### src/rtl/vdp_arb_pkg.sv
// Shared types and constants for the VRAM slot arbiter.
package vdp_arb_pkg;

  // Write-size codes presented on PRAM_WR_SIZE.
  typedef enum logic [1:0] {
    MEMORY_WIDTH_8  = 2'b00,
    MEMORY_WIDTH_16 = 2'b01,
    MEMORY_WIDTH_32 = 2'b10
  } mem_width_t;

  // Widest channel index supported (NUM_CH up to 8).
  localparam int unsigned MaxChW = 3;

  // grant_ch value meaning "display or idle"; consumers take the low CH_W+1 bits.
  localparam logic [MaxChW:0] GRANT_IDLE = '1;

  // Outcome of a slot decision.
  typedef enum logic [1:0] {
    OwnIdle = 2'b00,
    OwnDisp = 2'b01,
    OwnChan = 2'b10
  } slot_owner_t;

  // Dot phase on which the slot is decided, and the phase that ends a write strobe.
  localparam logic [1:0] DotSlot    = 2'b10;
  localparam logic [1:0] DotRelease = 2'b11;

endpackage

### src/rtl/vram_slot_arbiter_if.sv
// Requester-side bus: toggle handshake per channel plus tagged read return.
interface vram_slot_arbiter_if #(
  parameter int unsigned NUM_CH = 4,
  parameter int unsigned ADDR_W = 19,
  parameter int unsigned DATA_W = 32
);
  localparam int unsigned CH_W = $clog2(NUM_CH);

  logic [NUM_CH-1:0]        ch_req;
  logic [NUM_CH-1:0]        ch_ack;
  logic [NUM_CH-1:0]        ch_we;
  logic [NUM_CH*ADDR_W-1:0] ch_addr;
  logic [NUM_CH*DATA_W-1:0] ch_wdata;
  logic [NUM_CH*2-1:0]      ch_wsize;
  logic                     rd_valid;
  logic [CH_W-1:0]          rd_ch;
  logic [DATA_W-1:0]        rd_data;

  // Requesters drive requests and consume acks/read data.
  modport master (
    output ch_req, ch_we, ch_addr, ch_wdata, ch_wsize,
    input  ch_ack, rd_valid, rd_ch, rd_data
  );

  // Arbiter side.
  modport slave (
    input  ch_req, ch_we, ch_addr, ch_wdata, ch_wsize,
    output ch_ack, rd_valid, rd_ch, rd_data
  );
endinterface

### src/rtl/vram_rr_picker.sv
// Rotating priority encoder: first set bit of mask_i at or after ptr_i, wrapping.
module vram_rr_picker #(
  parameter int unsigned NUM_CH = 4,
  localparam int unsigned CH_W = $clog2(NUM_CH)
) (
  input  logic [NUM_CH-1:0] mask_i,
  input  logic [CH_W-1:0]   ptr_i,
  output logic [CH_W-1:0]   winner_o,
  output logic              found_o
);

  // Scan NUM_CH positions starting at the pointer; first hit wins.
  always_comb begin
    int unsigned idx;
    winner_o = '0;
    found_o  = 1'b0;
    idx      = 0;
    for (int unsigned k = 0; k < NUM_CH; k++) begin
      idx = (int'(ptr_i) + k) % NUM_CH;
      if (!found_o && mask_i[idx]) begin
        found_o  = 1'b1;
        winner_o = CH_W'(idx);
      end
    end
  end

endmodule

### src/rtl/vram_slot_arbiter.sv
// VRAM slot arbiter: one memory slot per dot to display fetch or a toggle-handshake channel.
module vram_slot_arbiter
  import vdp_arb_pkg::*;
#(
  parameter int unsigned NUM_CH   = 4,
  parameter int unsigned ADDR_W   = 19,
  parameter int unsigned DATA_W   = 32,
  parameter int unsigned RD_LAT   = 2,
  parameter int unsigned MAX_WAIT = 15,
  localparam int unsigned CH_W    = $clog2(NUM_CH)
) (
  input  logic              CLK21M,
  input  logic              RESET_N,
  input  logic [1:0]        DOTSTATE,
  input  logic              disp_req,
  input  logic [ADDR_W-1:0] disp_addr,
  vram_slot_arbiter_if.slave bus,
  input  logic [DATA_W-1:0] vram_rd_data,
  output logic [ADDR_W-1:0] IRAMADR,
  output logic [DATA_W-1:0] PRAMDBO,
  output logic [1:0]        PRAM_WR_SIZE,
  output logic              PRAMWE_N,
  output logic [CH_W:0]     grant_ch
);

  localparam logic [CH_W:0] GntIdle = GRANT_IDLE[CH_W:0];
  localparam logic [3:0]    WaitMax = 4'(MAX_WAIT);

  logic [ADDR_W-1:0] addr_q, addr_d;
  logic [DATA_W-1:0] wdata_q, wdata_d;
  mem_width_t        wsize_q, wsize_d;
  logic              we_n_q, we_n_d;
  logic [NUM_CH-1:0] ack_q, ack_d;
  logic [CH_W:0]     grant_q, grant_d;
  logic [CH_W-1:0]   rr_ptr_q, rr_ptr_d;
  logic [3:0]        wait_q [NUM_CH];
  logic [3:0]        wait_d [NUM_CH];
  logic [RD_LAT-1:0] pipe_vld_q, pipe_vld_d;
  logic [CH_W-1:0]   pipe_tag_q [RD_LAT];
  logic [CH_W-1:0]   pipe_tag_d [RD_LAT];
  logic              rd_valid_q, rd_valid_d;
  logic [CH_W-1:0]   rd_ch_q, rd_ch_d;
  logic [DATA_W-1:0] rd_data_q, rd_data_d;

  logic [NUM_CH-1:0] pending;
  logic              starve_found;
  logic [CH_W-1:0]   starve_ch;
  logic              rr_found;
  logic [CH_W-1:0]   rr_win;
  slot_owner_t       own;
  logic [CH_W-1:0]   win;
  logic              rr_take;
  logic              push_vld;

  // A channel is pending while its request toggle differs from our ack toggle.
  assign pending = bus.ch_req ^ ack_q;

  // Channel 0 never takes part in round-robin; it has its own fixed priority.
  vram_rr_picker #(
    .NUM_CH (NUM_CH)
  ) u_rr_picker (
    .mask_i   ({pending[NUM_CH-1:1], 1'b0}),
    .ptr_i    (rr_ptr_q),
    .winner_o (rr_win),
    .found_o  (rr_found)
  );

  // Lowest-index pending channel whose wait counter has saturated.
  always_comb begin
    starve_found = 1'b0;
    starve_ch    = '0;
    for (int i = NUM_CH - 1; i >= 0; i--) begin
      if (pending[i] && (wait_q[i] == WaitMax)) begin
        starve_found = 1'b1;
        starve_ch    = CH_W'(i);
      end
    end
  end

  // Slot owner selection in priority order: display, starved, CPU, round-robin.
  always_comb begin
    own     = OwnIdle;
    win     = '0;
    rr_take = 1'b0;
    if (disp_req) begin
      own = OwnDisp;
    end else if (starve_found) begin
      own = OwnChan;
      win = starve_ch;
    end else if (pending[0]) begin
      own = OwnChan;
    end else if (rr_found) begin
      own     = OwnChan;
      win     = rr_win;
      rr_take = 1'b1;
    end
  end

  // Next state of memory-side outputs, handshake, wait counters and RR pointer.
  always_comb begin
    addr_d   = addr_q;
    wdata_d  = wdata_q;
    wsize_d  = wsize_q;
    we_n_d   = we_n_q;
    ack_d    = ack_q;
    grant_d  = grant_q;
    rr_ptr_d = rr_ptr_q;
    wait_d   = wait_q;
    push_vld = 1'b0;

    if (DOTSTATE == DotRelease) begin
      we_n_d = 1'b1;
    end

    if (DOTSTATE == DotSlot) begin
      grant_d = GntIdle;
      we_n_d  = 1'b1;
      // Every pending channel that loses this slot ages by one, saturating.
      for (int i = 0; i < NUM_CH; i++) begin
        if (pending[i] && !((own == OwnChan) && (int'(win) == i)) && (wait_q[i] != WaitMax)) begin
          wait_d[i] = wait_q[i] + 4'd1;
        end
      end
      unique case (own)
        OwnDisp: addr_d = disp_addr;
        OwnChan: begin
          addr_d       = bus.ch_addr[int'(win)*ADDR_W +: ADDR_W];
          ack_d[win]   = ~ack_q[win];
          wait_d[win]  = '0;
          grant_d      = {1'b0, win};
          if (bus.ch_we[win]) begin
            we_n_d  = 1'b0;
            wdata_d = bus.ch_wdata[int'(win)*DATA_W +: DATA_W];
            wsize_d = mem_width_t'(bus.ch_wsize[int'(win)*2 +: 2]);
          end else begin
            push_vld = 1'b1;
          end
          if (rr_take) begin
            if (int'(rr_win) + 1 >= int'(NUM_CH)) rr_ptr_d = CH_W'(1);
            else                                  rr_ptr_d = rr_win + CH_W'(1);
          end
        end
        default: ;
      endcase
    end
  end

  // Read-tag shift pipe; runs every cycle independent of later grants.
  always_comb begin
    pipe_vld_d    = '0;
    pipe_vld_d[0] = push_vld;
    pipe_tag_d[0] = win;
    for (int k = 1; k < RD_LAT; k++) begin
      pipe_vld_d[k] = pipe_vld_q[k-1];
      pipe_tag_d[k] = pipe_tag_q[k-1];
    end
  end

  // Read return: capture memory data when a tag leaves the pipe.
  always_comb begin
    rd_valid_d = pipe_vld_q[RD_LAT-1];
    rd_ch_d    = rd_ch_q;
    rd_data_d  = rd_data_q;
    if (pipe_vld_q[RD_LAT-1]) begin
      rd_ch_d   = pipe_tag_q[RD_LAT-1];
      rd_data_d = vram_rd_data;
    end
  end

  // State registers; async reset also drops any in-flight read tags.
  always_ff @(posedge CLK21M or negedge RESET_N) begin
    if (!RESET_N) begin
      addr_q     <= '1;
      wdata_q    <= '0;
      wsize_q    <= MEMORY_WIDTH_8;
      we_n_q     <= 1'b1;
      ack_q      <= '0;
      grant_q    <= GntIdle;
      rr_ptr_q   <= CH_W'(1);
      for (int i = 0; i < NUM_CH; i++) wait_q[i] <= '0;
      pipe_vld_q <= '0;
      for (int k = 0; k < RD_LAT; k++) pipe_tag_q[k] <= '0;
      rd_valid_q <= 1'b0;
      rd_ch_q    <= '0;
      rd_data_q  <= '0;
    end else begin
      addr_q     <= addr_d;
      wdata_q    <= wdata_d;
      wsize_q    <= wsize_d;
      we_n_q     <= we_n_d;
      ack_q      <= ack_d;
      grant_q    <= grant_d;
      rr_ptr_q   <= rr_ptr_d;
      wait_q     <= wait_d;
      pipe_vld_q <= pipe_vld_d;
      pipe_tag_q <= pipe_tag_d;
      rd_valid_q <= rd_valid_d;
      rd_ch_q    <= rd_ch_d;
      rd_data_q  <= rd_data_d;
    end
  end

  assign IRAMADR      = addr_q;
  assign PRAMDBO      = wdata_q;
  assign PRAM_WR_SIZE = wsize_q;
  assign PRAMWE_N     = we_n_q;
  assign grant_ch     = grant_q;
  assign bus.ch_ack   = ack_q;
  assign bus.rd_valid = rd_valid_q;
  assign bus.rd_ch    = rd_ch_q;
  assign bus.rd_data  = rd_data_q;

endmodule

### src/flat_wrapper.sv
// flat-port wrapper written by rule: the top's interface ports become plain ports
module vram_slot_arbiter_flat import vdp_arb_pkg::*;
#(
  parameter int unsigned NUM_CH   = 4,
  parameter int unsigned ADDR_W   = 19,
  parameter int unsigned DATA_W   = 32,
  parameter int unsigned RD_LAT   = 2,
  parameter int unsigned MAX_WAIT = 15,
  localparam int unsigned CH_W    = $clog2(NUM_CH)
)
  (CLK21M, RESET_N, DOTSTATE, disp_req, disp_addr, vram_rd_data, IRAMADR, PRAMDBO, PRAM_WR_SIZE, PRAMWE_N, grant_ch, bus_ch_req, bus_ch_we, bus_ch_addr, bus_ch_wdata, bus_ch_wsize, bus_ch_ack, bus_rd_valid, bus_rd_ch, bus_rd_data);
  vram_slot_arbiter_if #(.NUM_CH(NUM_CH), .ADDR_W(ADDR_W), .DATA_W(DATA_W)) bus_i ();
  input  logic CLK21M;
  input  logic RESET_N;
  input  logic [1:0] DOTSTATE;
  input  logic disp_req;
  input  logic [ADDR_W-1:0] disp_addr;
  input  logic [DATA_W-1:0] vram_rd_data;
  output logic [ADDR_W-1:0] IRAMADR;
  output logic [DATA_W-1:0] PRAMDBO;
  output logic [1:0] PRAM_WR_SIZE;
  output logic PRAMWE_N;
  output logic [CH_W:0] grant_ch;
  input wire logic [$bits(bus_i.ch_req)-1:0] bus_ch_req;
  input wire logic [$bits(bus_i.ch_we)-1:0] bus_ch_we;
  input wire logic [$bits(bus_i.ch_addr)-1:0] bus_ch_addr;
  input wire logic [$bits(bus_i.ch_wdata)-1:0] bus_ch_wdata;
  input wire logic [$bits(bus_i.ch_wsize)-1:0] bus_ch_wsize;
  output wire logic [$bits(bus_i.ch_ack)-1:0] bus_ch_ack;
  output wire logic [$bits(bus_i.rd_valid)-1:0] bus_rd_valid;
  output wire logic [$bits(bus_i.rd_ch)-1:0] bus_rd_ch;
  output wire logic [$bits(bus_i.rd_data)-1:0] bus_rd_data;
  assign bus_i.ch_req = bus_ch_req;
  assign bus_i.ch_we = bus_ch_we;
  assign bus_i.ch_addr = bus_ch_addr;
  assign bus_i.ch_wdata = bus_ch_wdata;
  assign bus_i.ch_wsize = bus_ch_wsize;
  assign bus_ch_ack = bus_i.ch_ack;
  assign bus_rd_valid = bus_i.rd_valid;
  assign bus_rd_ch = bus_i.rd_ch;
  assign bus_rd_data = bus_i.rd_data;
  vram_slot_arbiter #(.NUM_CH(NUM_CH), .ADDR_W(ADDR_W), .DATA_W(DATA_W), .RD_LAT(RD_LAT), .MAX_WAIT(MAX_WAIT)) u_core (.CLK21M(CLK21M), .RESET_N(RESET_N), .DOTSTATE(DOTSTATE), .disp_req(disp_req), .disp_addr(disp_addr), .bus(bus_i), .vram_rd_data(vram_rd_data), .IRAMADR(IRAMADR), .PRAMDBO(PRAMDBO), .PRAM_WR_SIZE(PRAM_WR_SIZE), .PRAMWE_N(PRAMWE_N), .grant_ch(grant_ch));
endmodule
### config.mk
export PLATFORM = sky130hd
export DESIGN_NAME = vram_slot_arbiter_flat
export DESIGN_NICKNAME = d
export VERILOG_FILES = /design/src/rtl/vdp_arb_pkg.sv /design/src/rtl/vram_slot_arbiter_if.sv /design/src/rtl/vram_rr_picker.sv /design/src/rtl/vram_slot_arbiter.sv /design/src/flat_wrapper.sv
export SDC_FILE = /design/constraint.sdc
export NUM_CORES = 1
export LEC_CHECK = 0
export CAP_MARGIN = 20
export CORE_MARGIN = 4
export CORE_UTILIZATION = 30
export DETAILED_ROUTE_END_ITERATION = 12
export MAX_ROUTING_LAYER = met4
export PLACE_DENSITY = 0.72
export SETUP_SLACK_MARGIN = 0.5
export SYNTH_ARGS = -nofsm -noshare
export SYNTH_HDL_FRONTEND = slang
export SYNTH_SLANG_ARGS = --single-unit
### constraint.sdc
create_clock -name CLK21M -period 3.6 [get_ports CLK21M]
set_clock_uncertainty 0.1 [all_clocks]
set_input_delay 0.72 -clock CLK21M [delete_from_list [all_inputs] [get_ports CLK21M]]
set_output_delay 0.72 -clock CLK21M [all_outputs]
set_load 0.005 [all_outputs]
; Word level (Yosys, flattened, before mapping)
; Index checks and enable logic that the tools add are counted.
[word_totals]
regBits = 120
in_bits = 276
out_inout_bits = 96
wordCells = 157
[op_classes]
addsub = 9
multipliers = 1
magnitude_cmp = 9
eq_ne = 15
shift = 3
n_mux = 63
bitwise_logic = 5
n_reduce_logical = 35
[ops]
columns = operator, n
row1 = indexed part select 128 x 8 -> 32 bit, 1
row2 = indexed part select 76 x 8 -> 19 bit, 1
row3 = case mux 19 bit (2 select lines), 1
row4 = two-way mux 4 bit, 9
row5 = two-way mux 2 bit, 17
row6 = ">= comparator 32 x 4 -> 1 bit, second input constant", 1
row7 = two-way mux 1 bit, 25
row8 = logical AND 1 bit, 21
row9 = "adder 4 x 1 -> 4 bit, second input constant", 4
row10 = bitwise AND 16 bit, 1
row11 = "== test 4 bit, second input constant", 4
row12 = two-way mux 16 bit, 1
row13 = "!= test 4 bit, second input constant", 4
row14 = inverter 16 bit, 1
row15 = "less-than comparator 2 x 3 -> 1 bit, second input constant", 5
row16 = binary-select mux 1 bit (select 2 bit), 6
row17 = "== test 2 bit, second input constant", 5
row18 = demux 4 bit (select 2 bit), 1
row19 = indexed part select 8 x 4 -> 2 bit, 1
row20 = zero test 1 bit, 7
row21 = "multiplier 2 x 5 -> 7 bit, second input constant", 1
row22 = AND reduction 3 bit, 2
row23 = "adder 2 x 1 -> 2 bit, second input constant", 2
row24 = "adder 2 bit, second input constant", 2
row25 = other kinds (14), 17

; Longest topological paths before layout
[logic_depth]
ltp_word = 26
depth_mapped = 11
mapped_depth_nobuf = 9

; By module
; From an unflattened synthesis, not the netlist that was laid out.
[unflattened]
cells_unflattened = 590
hier_area_um2 = 6998.0
[by_module_without_submodules]
columns = module, instances, cells_per_inst, area_each_um2, seq_area_each_um2
row1 = vram_slot_arbiter, 1, 575, 6920.4, 3032.9
row2 = vram_rr_picker, 1, 15, 77.6, 0.0

; Worst setup path before layout
; OpenSTA, ideal clock, no wires.
[synth_path]
path_kind = in2reg
start = input bus_ch_req[2]
end = register u_core.wdata_q[10], in the netlist u_core.PRAMDBO[10]
arrival_ns = 2.588
required_time_ns = 3.375
slack_ns = 0.787
path_stages = 10
path_cell_list = xnor2_1 a2bb2oi_1 a32o_1 buf_4 mux2i_1 a22oi_1 o211a_1 buf_6 buf_6 mux2_4
[synth_via]
elab_chain_cells = 20
[synth_lines]
columns = item, line
row1 = start: declaration, flat_wrapper.sv:24  ; input wire logic [$bits(bus_i.ch_req)-1:0] bus_ch_req;
row2 = bitwise XOR 4 bit (*), vram_slot_arbiter.sv:56  ; assign pending = bus.ch_req ^ ack_q;
row3 = branches (longest 19 deep; another with binary-select mux 1 bit (select 2 bit)), n/a
row4 = end signal: assignment, vram_slot_arbiter.sv:188  ; wdata_q <= wdata_d;
row5 = end: declaration, vram_slot_arbiter.sv:30  ; logic [DATA_W-1:0] wdata_q, wdata_d;
; Mark *: on every way between the ends. The select of a mux whose other input is x is not followed.
; A chain may end at the register's enable or synchronous reset.

; Worst setup path in the final report
[layout_path]
start = input bus_ch_req[1]
end = register u_core.wdata_q[23], in the netlist u_core.PRAMDBO[23]
; The elaborated chain is that of the path after synthesis.

==> summary.md <==
| Metric | Value |
|---|---|
| Synth Area in XOR/XNOR | `under 10%` |
| Drt pass-1 iters | `5` |
| GPL Wtd Cong | `between 0.8 and 0.9` |
| Chip width | `160 µm` |
| Flip-flop and latch area | `roughly 3000 µm²` |
| Setup crit end | `u_core.PRAMDBO[23]` |
| Endpoints failing hold | `0` |
| Worst setup EP type | `flip-flop` |
| Async SR Flop Fraction | `100%` |
| Cell mode on critical path | `mux2i_1` |
| Critical path's top delay family | `buffers and inverters` |
| Synth Area in Simple Gates | `approximately 8.0%` |
| Synth Area per Inst | `10.5 µm²` |
| Commonest non-fill, non-tap cell in the layout | `clkdlybuf4s50_1` |
| Global-route wire length before repair | `around 40000 µm` |
| GRT Util Overall | `20.1%` |
| # DRC | `0` |
| Clock Sink Count | `120` |
| Initial Util | `a little under a third` |
| Height of the die | `between 150 and 200 µm` |
| Status | `finished clean` |
| Max Cap Violations | `0` |
| VDD IR max | `0.357 mV` |
| Boundary Pins | `approximately 370` |
| Final setup viols | `0` |
| Crit path required time | `around 3800 ps` |
| Pin count of the biggest net entering global routing | `between 100 and 150` |
| PortBufs | `between 300 and 400` |
| Core Area | `about 23000 µm²` |
| Largest family of logic cells by synthesized area | `multiplexers` |
| Number of buffers and inverters on the critical path | `4` |
| Reg2reg setup slack | `770 ps` |
| Fin crit period | `about 3000 ps` |
| Crit path depth | `11` |
| Min-delay worst type | `in -> async` |
| Delay of the slowest critical-path stage | `around 500 ps` |
| Adder-Cell Fraction of Synth Area | `less than 1%` |
| Standard-cell rows | `55` |
| Power Density | `around 720 nW/µm²` |
| Worst-Skew Late Latency | `between 400 and 500 ps` |
| Footprint of the multi-input gates | `approximately 3700 µm²` |
| Most frequent cells in the layout | `clkdlybuf4s50_1, dfrtp_1, o211ai_1, a21oi_1, mux2_2` |
| Vias in the first global route | `roughly 7200` |
| Worst-margin pin slew | `between 500 and 600 ps` |
| Post-Route WL | `26300 µm` |
| # nets final | `between 1000 and 1500` |
| Capturing point of the worst reg2reg path | `u_core.PRAMDBO[4]` |
| Setup_tns | `0 ps` |
| Mean routed wirelength per cell | `approximately 20 µm` |
| Fill count | `approximately 2000` |
| Tot Pwr | `~0.0085 W` |
| Normalized max-slew margin | `about three fifths` |
| RSZ-0062 raised after global routing | `true` |
| Cts hold-fix bufs | `0` |
| Clock root buffer | `clkbuf_16` |
| Crit path max-delay cell type | `clkdlybuf4s50_1` |
| CP Cell Sequence | `clkdlybuf4s50_1, xor2_2, mux2i_1, a21oi_2, buf_4, a21oi_4, buf_12, buf_16, mux2i_1, o211ai_1, mux2_4` |
| CTS tree | `built` |
| H-tree depth | `4` |
| Fraction of layout cells with a size suffix above 1 | `19.2%` |
| Syn Std Cell Area | `6900 µm²` |
| P_leak | `4.87 nW` |
| Seq/Total Area, Yosys | `a little over two fifths` |
| Max Fclk | `between 0.3 and 0.4 GHz` |
| Post-DP HPWL | `18900 µm` |
| Synth unique cells | `50` |
| DIE AREA | `25500 µm²` |
| FF+latch count, synth | `120` |
| Post-Place Cells | `between 1000 and 1500` |
| Antenna-violating nets left | `0` |
| 1st-iter DRT viols | `around 440` |
| Yosys Warn Count | `0` |
| WS Path Type | `in -> reg` |
| Cells after synthesis | `656` |
| WP data arrival | `~3300 ps` |
| Synth Flop Type | `dfrtp_1` |
| Hold slack | `roughly 64 ps` |
| Startpoint types | `primary input` |
| Reg clk slew, reported paths | `~60 ps` |
| Post-DR vias/cell | `just over 5` |
| Number of buffers inserted during clock tree synthesis | `17` |
| Crit path launch | `bus_ch_req[1]` |
| Initial antenna violation count | `2` |
| Vias | `about 6800` |
| Max FO, Critical Path | `33` |
| Worst r2r path cells | `10` |
| Clk buf depth | `2` |
| Grt total ovfl | `0` |
| Area growth from synthesis to layout | `72.0%` |
| Final Max Tran Viols | `0` |
| Fin util | `approximately 52%` |
| Final cell count without fillers | `1326` |
| Compound-Gate Fraction of Synth Area | `18.6%` |
| Number of synthesized flops with an enable pin | `0` |
| Crit share post-route | `between 80% and 90%` |
| Reg2reg start | `u_core.wait_q[8]` |
| Mapped Nets | `about 940` |
| Mux cell area share after synthesis | `between 20% and 30%` |
-- cells by family after synthesis --
logic type | Yosys count
multiplexers | 127
flip-flops | 120
AND/OR/NAND/NOR | 120
adder cells (fa/ha/maj) | 5
AO/OA/AOI/OAI | 190
buffers and inverters | 78
XOR/XNOR | 16
-- worst reg2reg max path: cells and delay by family (launching register included) --
family	cells	cell delay, ps
AOI/OAI and AO/OA	4	960
DFF	1	380
and+or+nand+nor	2	380
buffers and inverters	2	380
muxes	1	300
adders and majority gates	1	200
-- final cells by class --
type | count | area share (%)
diodes | 2 | 0.0421
clock buffers | 18 | 3.70
clock inverters | 14 | 1.26
inverters | 23 | 0.727
multi-input cells | 458 | 30.8
flip-flops and latches | 120 | 25.5
well taps | 285 | 3.00
repair buffers | 406 | 35.0
-- worst min-delay path by stage --
stage                        endpoint  slack (ps)                 start
3_5_place_dp     u_core.pipe_tag_q[1]         240  u_core.pipe_tag_d[1]
2_1_floorplan    u_core.pipe_tag_q[0]         230  u_core.pipe_tag_d[0]
5_1_grt        u_core.bus.rd_data[10]          50               RESET_N
6_report       u_core.bus.rd_data[26]          60               RESET_N
3_3_place_gp     u_core.pipe_tag_q[0]         230  u_core.pipe_tag_d[0]
4_1_cts        u_core.bus.rd_data[26]          50               RESET_N
-- report_power, final --
part           switching [W]  internal [W]
sequential          0.000371       0.00198
combinational        0.00197       0.00250
clock               0.000653       0.00104
-- stage by stage --
stage / setup slack, ps / cell area (µm²)
after floorplan: 787 / 6900
after global placement: 66.5 / 11100
after detailed placement: 9.89 / 11100
after CTS: 503 / 11700
after global routing: 419 / 11900
final: 516 / 11900
-- metal layers --
layer,routed length (µm),vias up,GRT usage [%]
li1,-,3179,-
met1,10300,3237,22.6
met4,584,0,6.94
met2,13600,305,34.4
met5,0,-,-
met3,1870,43,5.70
-- state kept, by name, indices dropped and copies added, names as in the netlist --
| name | count |
|---|---|
| u_core.IRAMADR | 19 |
| u_core.PRAMDBO | 32 |
| u_core.PRAMWE_N | 1 |
| u_core.PRAM_WR_SIZE | 2 |
| u_core.bus.ch_ack | 4 |
| u_core.bus.rd_ch | 2 |
| u_core.bus.rd_data | 32 |
| u_core.bus.rd_valid | 1 |
| u_core.grant_ch | 3 |
| u_core.pipe_tag_d | 2 |
| u_core.pipe_tag_q | 2 |
| u_core.pipe_vld_q | 2 |
| u_core.rr_ptr_q | 2 |
| u_core.wait_q | 16 |
-- Yosys cell counts (2+ instances only) --
| library cell | instances | area, µm² |
|---|---|---|
| buf_4 | 3 | 22.5 |
| nand2_1 | 40 | 150 |
| mux2i_1 | 39 | 390 |
| mux2_1 | 5 | 56.3 |
| a31oi_1 | 3 | 18.8 |
| buf_2 | 10 | 50.1 |
| buf_1 | 5 | 18.8 |
| o41ai_1 | 2 | 17.5 |
| o21ai_0 | 7 | 35.0 |
| o22a_1 | 2 | 17.5 |
| nand3_1 | 43 | 215 |
| a21oi_2 | 2 | 17.5 |
| dfrtp_1 | 96 | 2400 |
| ha_1 | 5 | 62.6 |
| o21ai_1 | 2 | 10.0 |
| o211ai_1 | 69 | 518 |
| a221oi_1 | 19 | 166 |
| and2_1 | 2 | 12.5 |
| o211a_1 | 2 | 20.0 |
| nor2b_1 | 2 | 12.5 |
| a21oi_1 | 65 | 325 |
| xnor2_1 | 10 | 87.6 |
| a22oi_1 | 2 | 15.0 |
| a21o_1 | 3 | 22.5 |
| buf_6 | 4 | 45.0 |
| nor3b_1 | 2 | 15.0 |
| mux2_2 | 54 | 608 |
| nand2b_1 | 2 | 12.5 |
| nor3_1 | 4 | 20.0 |
| mux2_4 | 29 | 435 |
| a211oi_1 | 5 | 37.5 |
| xor2_1 | 6 | 52.6 |
| nor2_1 | 19 | 71.3 |
| dfstp_2 | 24 | 631 |
| inv_1 | 22 | 82.6 |
| clkbuf_1 | 33 | 124 |
-- what timing repair did --
item                       4_1_cts  5_1_grt
gates cloned                     0        4
hold endpoints to repair         0        0
setup endpoints to repair       34       65
pin swaps                        0        4
setup buffers                    0        2
resized for setup                2       16
Power figures use the tool's default switching activity.
